`config.mk`:
```
export PLATFORM = sky130hd
export DESIGN_NAME = rr_arbiter_8
export DESIGN_NICKNAME = d
export VERILOG_FILES = /design/src/rtl/rr_arbiter_8.sv
export SDC_FILE = /design/constraint.sdc
export NUM_CORES = 1
export LEC_CHECK = 0
export CAP_MARGIN = 10
export CORE_MARGIN = 3
export CORE_UTILIZATION = 60
export CTS_CLUSTER_DIAMETER = 150
export DETAILED_ROUTE_END_ITERATION = 7
export DONT_BUFFER_PORTS = 1
export GPL_TIMING_DRIVEN = 0
export PLACE_DENSITY = 0.72
export SLEW_MARGIN = 10
export SYNTH_ARGS = -nofsm -noshare
export SYNTH_HDL_FRONTEND = slang
export SYNTH_SLANG_ARGS = --single-unit
```
`constraint.sdc`:
```
create_clock -name clk -period 8.65 [get_ports clk]
set_input_delay 1.73 -clock clk [delete_from_list [all_inputs] [get_ports clk]]
set_output_delay 1.73 -clock clk [all_outputs]
set_load 0.02 [all_outputs]
```
`src/rtl/rr_arbiter_8.sv`:
```
// Eight-requester round-robin arbiter with a registered 3-bit grant index,
// back-to-back handover and a hold-time limit that forces rotation.
// `release` is a reserved word in SystemVerilog, so the holder-done input is named holder_release.
module rr_arbiter_8 #(
  parameter int unsigned MAX_HOLD = 16
) (
  input  logic       clk,
  input  logic       rst_n,
  input  logic [7:0] req,
  input  logic       holder_release,
  output logic       grant_valid,
  output logic [2:0] grant_idx,
  output logic       preempt
);

  localparam logic [7:0] HOLD_MAX = 8'(MAX_HOLD);

  typedef enum logic {IDLE, BUSY} state_t;

  state_t     state;
  logic [2:0] ptr;
  logic [7:0] hold_cnt;

  logic [7:0] others;
  logic       withdraw;
  logic       timeout;
  logic       leave;

  // The scan runs from the farthest offset down to the nearest, so the
  // set bit closest to `start` is the one that sticks.
  function automatic logic [2:0] pick(input logic [7:0] mask, input logic [2:0] start);
    logic [2:0] idx;
    pick = start;
    for (int off = 7; off >= 0; off--) begin
      idx = start + 3'(off);
      if (mask[idx]) pick = idx;
    end
  endfunction

  // NOTE: combinational decode uses blocking assignments; the state register below uses only <=.
  always_comb begin
    others   = req & ~(8'b1 << grant_idx);
    withdraw = ~req[grant_idx];
    timeout  = (hold_cnt == HOLD_MAX) && (others != 8'b0);
    leave    = holder_release | withdraw | timeout;
  end

  assign grant_valid = (state == BUSY);

  // NOTE: every register, outputs included, is cleared by the asynchronous reset; there is no memory here to leave uninitialised.
  always_ff @(posedge clk or negedge rst_n) begin
    if (!rst_n) begin
      state     <= IDLE;
      grant_idx <= 3'd0;
      ptr       <= 3'd0;
      hold_cnt  <= 8'd0;
      preempt   <= 1'b0;
    end else begin
      preempt <= 1'b0;
      case (state)
        IDLE: begin
          if (req != 8'b0) begin
            state     <= BUSY;
            grant_idx <= pick(req, ptr);
            hold_cnt  <= 8'd1;
          end
        end
        BUSY: begin
          if (leave) begin
            ptr     <= grant_idx + 3'd1;
            preempt <= timeout & ~holder_release & ~withdraw;
            if (others != 8'b0) begin
              // Old holder is masked so the handover has no bubble and is fair.
              grant_idx <= pick(others, grant_idx + 3'd1);
              hold_cnt  <= 8'd1;
            end else begin
              state <= IDLE;
            end
          end else if (hold_cnt < HOLD_MAX) begin
            hold_cnt <= hold_cnt + 8'd1;
          end
        end
        default: state <= IDLE;
      endcase
    end
  end

endmodule

```
==> flow_metrics.env <==
export IMPL_syn_nets=327
export IMPL_root_buffer="clkbuf_8"
export IMPL_rsz0062_at_grt="no"
export IMPL_die_area_sq_um=5350
export IMPL_area_delta_synth_final_pct=4.34
export IMPL_grt_max_degree=17
export IMPL_placement_rows=23
export IMPL_cp_start_kind="register"
export IMPL_synthMuxAreaShare_pct=30.5
export IMPL_io_pins=16
export IMPL_die_h_microns=73.2
export IMPL_clockBufferDepth=2
export IMPL_fmax_mhz=239
export IMPL_gp_congestion=0.982
export IMPL_cp_max_fo=10
export IMPL_post_route_util_pct=67.7
export IMPL_cp_end_kind="register"
export IMPL_synth_xor_area_share_pct=3.23
export IMPL_finalClockSkew_ns=0.00320
export IMPL_grt_remaining_overflow=0
export IMPL_core_area_sq_um=4170
export IMPL_antenna_left=0
export IMPL_reg2regPathDepth=12
export IMPL_critPathRequiredTime_ns=8.79
export IMPL_hold_depth=1
export IMPL_hold_class="register to register"
export IMPL_cts_sinks=16
export IMPL_yosys_area_share_simple_pct=16.5
export IMPL_synthAdderAreaFrac_pct=5.55
export IMPL_htreeDepth=1
export IMPL_synth_top_family_by_area="multiplexers"
export IMPL_drtIter0Drc=273
export IMPL_maxSlewHeadroom_pct=40.4
export IMPL_cap_violations=0
export IMPL_slew_violations=0
export IMPL_fin_crit_ns=4.19
export IMPL_netlist_instances=304
export IMPL_cts_tree="done"
export IMPL_drc_errors=0
export IMPL_finalSetupTns_ns=0
export IMPL_setup_viol=0
export IMPL_synth_compound_area_share_pct=22.1
export IMPL_crit_arrival_ns=4.33
export IMPL_post_cts_resized=0
export IMPL_syn_avg_cell_area_sq_um=8.91
export IMPL_clock_latency_ns=0.25
export IMPL_synth_seq_cells=16
export IMPL_yosysUniqueCellTypes=60
export IMPL_status="finished clean"
export IMPL_initial_core_util_pct=64.9
export IMPL_die_w_microns=73.2
export IMPL_io_buffers=0
export IMPL_postCtsHoldBufs=0
export IMPL_cts_setup_buffers=0
export IMPL_tightest_slew_ns=0.886
export IMPL_drt_first_pass_iters=6
export IMPL_finalCritPeriodShare_pct=48.4
export IMPL_hold_violations=0
export IMPL_dr_total_vias=2635
export IMPL_netlist_area_sq_um=2710
export IMPL_reg2reg_slack_ns=4.46
export IMPL_numCtsBuffers=3
export IMPL_synthArstFlopShare_pct=100
export IMPL_ys_seq_area_share_pct=14.8
export IMPL_ys_warn_count=0
export IMPL_grt_pass1_vias=2496
export IMPL_insertedDiodeCount=0
export IMPL_final_nets=332
export IMPL_post_drt_wl_per_cell_microns=20.3
export IMPL_vias_per_cell=7.36
export IMPL_critical_path_class="register to register"
export IMPL_synth_edf_count=0
export IMPL_drive_gt1_share_pct=14.3
export IMPL_grtUsageTotal_pct=29.1
export IMPL_clkTransAtPathRegs_ns=0.07
export IMPL_totalWireLength_microns=7280
export IMPL_grt_pass1_wl_microns=12200
export IMPL_fillCellCount=335
export IMPL_antenna_found_initial=0
export IMPL_dp_hpwl_microns=5700
export IMPL_ys_flop_type="dfrtp_1"
-- cell usage in the layout, fill, tap and decap left out, types with 5 or more instances in the layout --
| cell | instances |
|---|---|
| ha_1 | 12 |
| o21ai_0 | 14 |
| mux2_2 | 8 |
| inv_1 | 18 |
| nand2b_1 | 5 |
| mux4_1 | 7 |
| buf_2 | 5 |
| a21oi_1 | 13 |
| dfrtp_1 | 16 |
| clkbuf_1 | 15 |
| nor2b_1 | 8 |
| a31oi_1 | 5 |
| nand2_1 | 31 |
| xor2_1 | 7 |
| nor3_1 | 6 |
| nor2_1 | 19 |
| mux4_2 | 18 |
| mux2i_1 | 13 |
-- cell families (layout without fill, tap and decap cells) --
| group | after synthesis | after routing |
|---|---|---|
| fa+ha+maj | 12 | 12 |
| flops | 16 | 16 |
| buf+inv | 45 | 49 |
| compound gates | 83 | 83 |
| simple gates | 91 | 91 |
| mux | 47 | 47 |
| xor+xnor | 10 | 10 |
-- metal layers --
layer | share of wire, % | wire length, microns | GRT usage (%)
met5 | 0 | 0 | 0
met4 | 1.4 | 102 | 6.15
met3 | 11 | 783 | 4.13
met2 | 46 | 3330 | 44.8
met1 | 42 | 3070 | 43.4
-- registers in the layout (all words and copies together) (netlist names) --
| register | cells |
|---|---|
| grant_valid | 1 |
| hold_cnt | 8 |
| grant_idx | 3 |
| ptr | 3 |
| preempt | 1 |
-- synth_stat cells, drive strengths merged, types with 7 or more instances --
library cell	number	share of area (%)
dfrtp	16	15
a21oi	13	2.4
xor2	7	2.3
nor2	19	2.6
ha	12	5.5
buf	10	2.4
mux4	25	22
nand2	31	4.3
o21ai	14	2.6
inv	19	2.7
nor2b	8	1.8
mux2	9	3.9
clkbuf	15	2.1
mux2i	13	4.8
-- path summary, 6_finish.rpt --
path	start	end
setup / recovery	ptr[1]	grant_idx[1]
hold / removal	hold_cnt[6]	hold_cnt[6]
setup reg to reg	ptr[1]	grant_idx[1]
hold reg to reg	hold_cnt[6]	hold_cnt[6]
max in group asynchronous	rst_n	hold_cnt[7]
min in group asynchronous	rst_n	hold_cnt[0]
-- stage by stage --
stage	instances	hold slack, ns	instance area (sq um)	worst slack [ns]
after floorplan	304	0.465	2710	4.85
after global placement	354	0.482	2770	4.45
after detailed placement	354	0.490	2770	4.49
after CTS	358	0.511	2830	4.54
after global routing	358	0.543	2830	4.26
final	358	0.506	2830	4.46
-- critical path, cell delays in order (launching register included) --
cell and delay, ns:
dfrtp_1 0.36, buf_2 0.26, clkbuf_1 0.42, clkinv_1 0.34, ha_1 0.36, clkbuf_1 0.39
mux4_1 0.48, mux2_2 0.33, nor2b_1 0.16, a221o_1 0.35, a311oi_1 0.30, nor4_1 0.11
a311oi_1 0.23
-- layout make-up --
class                      count  area (sq um)  area share, %
multi-input combinational    243          2110           74.6
sequential                    16           400           14.2
buffer                        25           123           4.34
inverter                      20          77.6           2.75
tap                           50          62.6           2.21
clock buffer                   4          55.1           1.95
Power is left out: the tool's default activity adds up to more than one toggle a clock period on the data nets, which glitch-free logic cannot reach.
